`config.mk`:
```
export PLATFORM = sky130hd
export DESIGN_NAME = multiplier_datapath
export DESIGN_NICKNAME = d
export VERILOG_FILES = /design/src/rtl/multiplier_pkg.sv /design/src/rtl/iteration_counter.sv /design/src/rtl/multiplier_datapath.sv
export SDC_FILE = /design/constraint.sdc
export NUM_CORES = 1
export LEC_CHECK = 0
export CAP_MARGIN = 5
export CORE_MARGIN = 4
export CORE_UTILIZATION = 60
export CTS_BUF_LIST = sky130_fd_sc_hd__clkbuf_2 sky130_fd_sc_hd__clkbuf_4 sky130_fd_sc_hd__clkbuf_8
export DETAILED_ROUTE_END_ITERATION = 10
export DONT_BUFFER_PORTS = 1
export GPL_ROUTABILITY_DRIVEN = 0
export PLACE_DENSITY_LB_ADDON = 0.05
export RECOVER_POWER = 100
export SYNTH_ARGS = -nofsm -noshare
export SYNTH_HDL_FRONTEND = slang
export SYNTH_SLANG_ARGS = --single-unit
```
`constraint.sdc`:
```
create_clock -name clock -period 3.25 [get_ports clock]
set_input_delay 0.65 -clock clock [delete_from_list [all_inputs] [get_ports clock]]
set_output_delay 0.65 -clock clock [all_outputs]
set_load 0.02 [all_outputs]
```
`src/rtl/multiplier_pkg.sv`:
```
// Shared definitions for the shift-add multiplier (control FSM + datapath).
// Holds the default operand width, the iteration-counter width helper and
// the control state encoding so both sides agree on them.
package multiplier_pkg;

  localparam int DEFAULT_WIDTH = 32;

  // Counter must reach WIDTH itself, hence one bit beyond clog2.
  function automatic int cw(input int width);
    return $clog2(width) + 1;
  endfunction

  typedef enum logic [1:0] {
    ST_START = 2'd0,
    ST_CHECK = 2'd1,
    ST_ADD   = 2'd2,
    ST_SHIFT = 2'd3
  } mult_state_e;

endpackage

```
`src/rtl/iteration_counter.sv`:
```
// Iteration counter for the shift-add multiplier.
// Ports:
//   clock, reset      rising-edge clock, async active-high reset
//   write_i           counter write enable
//   increment_i       1 = increment (saturating at WIDTH), 0 = clear
//   finished_o        count == WIDTH (decoded from the register)
module iteration_counter
  import multiplier_pkg::*;
#(
  parameter int WIDTH = DEFAULT_WIDTH
) (
  input  logic clock,
  input  logic reset,
  input  logic write_i,
  input  logic increment_i,
  output logic finished_o
);

  localparam int CW = cw(WIDTH);
  localparam logic [CW-1:0] CNT_MAX = CW'(WIDTH);

  logic [CW-1:0] cnt_q, cnt_d;

  always_comb begin
    cnt_d = cnt_q;
    if (write_i) begin
      if (!increment_i)
        cnt_d = '0;
      else if (cnt_q != CNT_MAX)
        cnt_d = cnt_q + 1'b1;
    end
  end

  always_ff @(posedge clock or posedge reset) begin
    if (reset) cnt_q <= '0;
    else       cnt_q <= cnt_d;
  end

  assign finished_o = (cnt_q == CNT_MAX);

endmodule

```
`src/rtl/multiplier_datapath.sv`:
```
// Registered datapath of the sequential shift-add multiplier. Executes the
// control FSM's strobes verbatim; no sequencing of its own.
// Ports:
//   clock, reset                    rising-edge clock, async active-high reset
//   multiplicand, multiplier        operands, sampled on an initial load
//   select_initial/add/shift        product update select (priority in order)
//   select_counter_increment        counter source: 1 = increment, 0 = clear
//   write_product, write_counter    register write enables
//   finished                        iteration counter == WIDTH
//   product0                        LSB of the product register
//   product                         product register without the carry bit
module multiplier_datapath
  import multiplier_pkg::*;
#(
  parameter int WIDTH = DEFAULT_WIDTH
) (
  input  logic               clock,
  input  logic               reset,
  input  logic [WIDTH-1:0]   multiplicand,
  input  logic [WIDTH-1:0]   multiplier,
  input  logic               select_initial,
  input  logic               select_add,
  input  logic               select_shift,
  input  logic               select_counter_increment,
  input  logic               write_product,
  input  logic               write_counter,
  output logic               finished,
  output logic               product0,
  output logic [2*WIDTH-1:0] product
);

  // P = {carry, high half, low half}
  logic [2*WIDTH:0] p_q, p_d;
  logic [WIDTH-1:0] m_q, m_d;
  logic [WIDTH:0]   sum;

  // Carry out of the high-half add lands in the top bit of P.
  assign sum = {1'b0, p_q[2*WIDTH-1:WIDTH]} + {1'b0, m_q};

  always_comb begin
    p_d = p_q;
    m_d = m_q;
    if (write_product) begin
      if (select_initial) begin
        p_d = {1'b0, {WIDTH{1'b0}}, multiplier};
        m_d = multiplicand;
      end else if (select_add) begin
        p_d = {sum, p_q[WIDTH-1:0]};
      end else if (select_shift) begin
        p_d = p_q >> 1;
      end
    end
  end

  always_ff @(posedge clock or posedge reset) begin
    if (reset) begin
      p_q <= '0;
      m_q <= '0;
    end else begin
      p_q <= p_d;
      m_q <= m_d;
    end
  end

  iteration_counter #(.WIDTH(WIDTH)) u_counter (
    .clock       (clock),
    .reset       (reset),
    .write_i     (write_counter),
    .increment_i (select_counter_increment),
    .finished_o  (finished)
  );

  assign product0 = p_q[0];
  assign product  = p_q[2*WIDTH-1:0];

endmodule

```
==> results of run 1 <==
cell families after synthesis:
family	after synthesis	synth area share, %
buffers and inverters	115	10.2
xor gates and xnor gates	30	3.98
adders and majority gates	35	6.74
muxes	39	6.51
DFF	103	39.0
AOI/OAI and AO/OA	224	21.0
and+or+nand+nor	168	12.6
cell usage in the layout, fill, tap and decap left out, types with 9 or more instances in the layout:
cell type / count
nor2_1: 25
nand3_1: 10
a22oi_1: 23
a21o_1: 17
clkbuf_8: 11
mux2_2: 32
xnor2_1: 16
inv_1: 10
clkbuf_1: 12
nand2_1: 72
xor2_1: 14
o21ai_0: 75
o21ai_1: 9
nor3b_1: 31
a21oi_1: 60
dfrtp_1: 101
ha_1: 33
worst max path at each step:
stage                   end  startpoint  depth (start not counted)  slack [ns]
global placement    p_q[63]     p_q[33]                         10        0.25
floorplan           p_q[63]     p_q[33]                         10        0.55
CTS                 p_q[63]     p_q[33]                         10        0.10
detailed placement  p_q[63]     p_q[33]                         10        0.12
global route        p_q[58]     p_q[33]                         11       0.009
finish              p_q[63]     p_q[35]                         10        0.09
per-layer routing:
| metal | routed length [um] | vias up |
|---|---|---|
| met5 | 0 | - |
| met2 | 7190 | 146 |
| met3 | 1020 | 18 |
| met4 | 208 | 0 |
| li1 | - | 2336 |
| met1 | 6350 | 2308 |
sequential cells by signal, indices dropped and copies added (netlist names):
register         cells
p_q                 65
u_counter.cnt_q      6
m_q                 32
synth_stat cells (all sizes together), types with 16 or more instances:
| library cell | number |
|---|---|
| a21oi | 60 |
| xnor2 | 16 |
| ha | 34 |
| nand2 | 72 |
| a21o | 17 |
| o21ai | 84 |
| clkbuf | 35 |
| mux2 | 32 |
| buf | 69 |
| dfrtp | 103 |
| nor2 | 25 |
| a22oi | 23 |
| nor3b | 31 |
where the power goes:
group          total, mW  internal [mW]  switching [mW]  leakage, nW
clock              0.838          0.402           0.436        0.102
sequential          1.89           1.49           0.391         1.31
combinational       1.61          0.700           0.909         1.42
cell type report:
type                       instances  area, um2
multi-input combinational        496       3380
fill                             969       4310
clock inverter                     3       42.5
sequential                       103       2580
tap                              140        175
timing repair buffer              20        103
inverter                          11       42.5
clock buffer                      12        159
what timing repair did:
item	4_1_cts	5_1_grt
buffers inserted	0	6
resized for setup	0	6
setup endpoints to repair	0	4
==> flow_summary.json, run 1 <==
{
  "p_total_mw": 4.33,
  "violations": "max-capacitance violations, max-slew violations",
  "setup_tns_ns": 0,
  "reg2reg_slack_ns": 0.09,
  "grt_pass1_vias": 4841,
  "routed_wl_mm": 14.8,
  "pwr_density_cell_nw_per_um2": 669,
  "gr-usage-met3_pct": 7.22,
  "die_h_um": 113,
  "nets": 748,
  "place_hpwl_mm": 10.6,
  "max-slew-margin-rel_pct": -38.2,
  "vdd.ir_drop.worst_uv": 372,
  "holdCritPathClass": "in -> reg",
  "synthCells": 714,
  "netlist_area_um2": 6610,
  "ctsLongestPathBuffers": 2,
  "diodes": 0,
  "synthFlopType": "dfrtp_1",
  "hold_end": "u_counter.cnt_q[2]",
  "cts_buffers": 9,
  "rr_endpoint": "p_q[63]",
  "setup_viol": 0,
  "vias": 4808,
  "critical_path_class": "reg -> reg",
  "dr.first_iter.drc_count": 375,
  "max_stage_delay_ns": 0.48,
  "grt_setup_unrepaired": "false",
  "critical-path-top-delay-family": "compound AO/OA/AOI/OAI gates",
  "port_buffers": 0,
  "crit_path_end_kind": "register",
  "worstPathArrival_ns": 3.40,
  "htreeDepth": 3,
  "postCtsHoldBufs": 0,
  "dr.pass1.iters": 4,
  "grtUsageMet1_pct": 30.2,
  "coreArea_um2": 10800,
  "cp.required_ns": 3.49,
  "grt_pass1_wl_mm": 24.2,
  "fmax_ghz": 0.317,
  "utilization_pct": 60.0,
  "dp.cells": 764,
  "grt_max_degree": 69,
  "period_minus_slack_ns": 3.16,
  "start_kind": "register",
  "rows": 38,
  "hold_depth": 1,
  "ios": 138,
  "synth_seq_cells": 103,
  "top_usage_layer": "met2",
  "cap_violations": 3,
  "status": "finished, violations left",
  "drive_above_1_share_pct": 10.7,
  "critPathMaxFanout": 4,
  "cts-root-buf": "clkbuf_8",
  "clk_pin_slew_worst_paths_ns": 0.09,
  "area_delta_synth_final_pct": -1.95,
  "synth_nets": 821,
  "die_area_um2": 12800,
  "clock-sinks": 103,
  "antenna_left": 0,
  "wl_per_cell_um": 18.8,
  "critPathSlowestCell": "dfrtp_2",
  "yosys.cell_types.count": 55,
  "cts_tree": "yes",
  "finalClockSkew_ns": 0.0140,
  "hold_viol_final": 0,
  "ys_top_cells_by_area": "dfrtp_1 (39%), buf_4 (7.3%), ha_1 (6.4%)",
  "clock_latency_ns": 0.38,
  "place_area_um2": 6300,
  "holdWs_ns": 0.362,
  "stdcell_count": 785,
  "leakage_nw": 2.83,
  "fin_area_um2": 6480,
  "syn_avg_cell_area_um2": 9.26,
  "yosysSeqAreaShare_pct": 39.0,
  "drcViolationCount": 0,
  "crit_path_cell_trace": "ha_1 -> o21ai_1 -> o21bai_2 -> o41ai_4 -> o211ai_1 -> a221o_1 -> a221o_1 -> a31oi_2 -> xor2_1 -> o21ai_1",
  "synth-edff-count": 0,
  "groute.layer.met2.usage_pct": 38.9,
  "die-width_um": 113,
  "hp-start": "write_counter",
  "reg2reg_from": "p_q[35]",
  "worst_slew_pin_slew_ns": 2.06,
  "dpl_worst_slack_ns": 0.124,
  "antenna_found_initial": 0,
  "slew_viol_final": 116,
  "synth_area_leader_cell": "dfrtp_1",
  "critPathBufInv": 0,
  "grt_overflow": 0,
  "fin_crit_sh_pct": 97.1,
  "synth_top_area_share_pct": 39.0,
  "setup_ws_ns": 0.0929,
  "avgViaCountPerCell": 6.12,
  "synth_warnings": 0,
  "initial_utilization_pct": 61.2,
  "rr_worst_depth": 10,
  "track_usage_pct": 23.5,
  "async_reset_ff_share_pct": 100
}
Note: power is estimated with default switching activity, not from simulation.
==> inputs of run 2 (changes only) <==
Settings changed: CORE_ASPECT_RATIO from default to 1.4, CORE_MARGIN 4 to default.
==> run 2 against run 1 <==
Compared with the run above: the run still ends with max-capacitance violations, max-slew violations left; critical path depth unchanged; count of clock-buffer cells in the layout is 3 lower; first-iteration DRC count is 39% lower; sequential power hardly changed; via count increased by 0.60%; largest power group unchanged; sequential share of layout area increased by 0.40 points; combinational power down 3%.
==> flow_summary.json, run 2 (synthesis gave the netlist of run 1 again) <==
{
  "max_stage_delay_ns": 0.51,
  "grt_pass1_wl_mm": 23.7,
  "rows": 45,
  "critPathMaxFanout": 7,
  "setup_viol": 0,
  "avgViaCountPerCell": 6.22,
  "die_h_um": 126,
  "critical-path-top-delay-family": "compound AO/OA/AOI/OAI gates",
  "vdd.ir_drop.worst_uv": 309,
  "worst-path-stages": 10,
  "crit_path_cell_trace": "ha_1 -> a21oi_1 -> o21ai_1 -> a31o_1 -> nor3b_1 -> a221o_1 -> a221o_1 -> a31oi_2 -> xor2_1 -> o21ai_1",
  "clock_latency_ns": 0.38,
  "worst_slew_pin_slew_ns": 1.96,
  "place_hpwl_mm": 10.3,
  "grt_pass1_vias": 4793,
  "critPathSlowestCell": "dfrtp_1",
  "grt_max_degree": 69,
  "cts-root-buf": "clkbuf_8",
  "largest_reg_flops": 65,
  "initial_utilization_pct": 61.1,
  "cp.required_ns": 3.49,
  "reg.largest.list": "p_q (65), m_q (32), u_counter.cnt_q (6)",
  "antenna_left": 0,
  "die-width_um": 90.7,
  "slew_viol_final": 107,
  "grt_setup_unrepaired": "false",
  "postCtsHoldBufs": 0,
  "diodes": 0,
  "cts_resized": 0,
  "drcViolationCount": 0,
  "grt_overflow": 0,
  "setup_tns_ns": 0,
  "period_minus_slack_ns": 3.09,
  "cap_violations": 2,
  "max-slew-margin-rel_pct": -31.8,
  "regMostFlops": "p_q",
  "utilization_pct": 59.3,
  "htreeDepth": 3,
  "fmax_ghz": 0.323,
  "crit_path_end_kind": "register",
  "critPathBufInv": 0,
  "antenna_found_initial": 0,
  "violations": "max-capacitance violations, max-slew violations",
  "hold_viol_final": 0,
  "dr.pass1.iters": 5,
  "finalClockSkew_ns": 0.00785,
  "area_delta_synth_final_pct": -3.03,
  "clock-sinks": 103,
  "layout_common_cells": "dfrtp_1 (103), o21ai_0 (75), nand2_1 (72)",
  "start_kind": "register",
  "clock_power_share_pct": 19.2,
  "dp.cells": 763,
  "fin_crit_sh_pct": 95.2,
  "rr_worst_depth": 10,
  "drive_above_1_share_pct": 9.58,
  "port_buffers": 0,
  "track_usage_pct": 25.9,
  "postCtsSetupRepairBufs": 0,
  "p_int_mw": 2.53,
  "switching_share_pct": 40.9,
  "routed_wl_mm": 14.4,
  "vias": 4837,
  "coreArea_um2": 10800,
  "holdCritPathClass": "in -> async",
  "dr.first_iter.drc_count": 230,
  "ios": 138,
  "wl_per_cell_um": 18.5,
  "p_comb_share_pct": 36.5,
  "p_total_mw": 4.28,
  "cts_buffers": 9,
  "status": "finished, violations left",
  "final_common_cell": "dfrtp_1",
  "cts_tree": "yes",
  "die_area_um2": 11400,
  "ctsLongestPathBuffers": 2,
  "pwr_density_cell_nw_per_um2": 667,
  "stdcell_count": 778,
  "leakage_nw": 2.80,
  "p_switching_mw": 1.75,
  "nets": 740,
  "seqPwrFrac_pct": 44.3,
  "critical_path_class": "reg -> reg",
  "worstPathArrival_ns": 3.34,
  "clk_pin_slew_worst_paths_ns": 0.10
}
-- run 2: changes by cell type in the layout (fill, tap and decap cells not counted), sizes merged --
cell / previous run / this run
buf: 7 / 1
clkbuf: 25 / 20
clkinvlp: 2 / 3
inv: 10 / 12
-- run 2: path summary, 6_finish.rpt --
kind	slack (ns)	startpoint	to
worst max-delay path	0.16	p_q[44]	p_q[63]
worst min-delay path	0.29	reset	m_q[6]
worst max register to register	0.16	p_q[44]	p_q[63]
worst min register to register	0.50	p_q[64]	p_q[64]
max in group asynchronous	0.84	reset	p_q[58]
min in group clock	0.37	write_counter	u_counter.cnt_q[2]
-- run 2: layout make-up --
class                   instances  area (um2)
repair buffers                 12        52.6
flip-flops and latches        103        2580
well taps                     141         176
multi-input cells             496        3370
clock inverters                 6        70.1
inverters                      11        42.5
fillers                       951        4400
clock buffers                   9         124
-- run 2: power by group through the flow --
stage	registers (mW)	clock network [mW]	logic [mW]
after global routing	1.93	0.888	1.76
after floorplan	1.66	0	1.68
final	1.90	0.819	1.56
after CTS	1.90	0.846	1.57
after global placement	1.91	0	1.54
after detailed placement	1.92	0	1.56
-- run 2: worst reg2reg max path, delay by kind of cell, from the launching register on --
family / cells / cell delay [ns]
compound gates: 7 / 1.71
flops: 1 / 0.51
fa+ha+maj: 1 / 0.45
xor+xnor: 1 / 0.16
simple gates: 1 / 0.14
-- run 2: layer usage --
layer  up-vias  GRT usage (%)  share of wire (%)
li1       2320              -                  -
met1      2329           30.7                 40
met2       152           44.5                 51
met3        36           5.37                5.1
met4         0           13.0                3.5
met5         -              0                  0
-- run 2: per-stage QoR --
stage	setup WS, ns	hold slack (ns)	instance area [um2]
after detailed placement	0.201	0.478	6300
after floorplan	0.546	0.449	6610
after global placement	0.254	0.466	6300
after global routing	0.00656	0.316	6410
after CTS	0.186	0.149	6490
final	0.156	0.285	6410
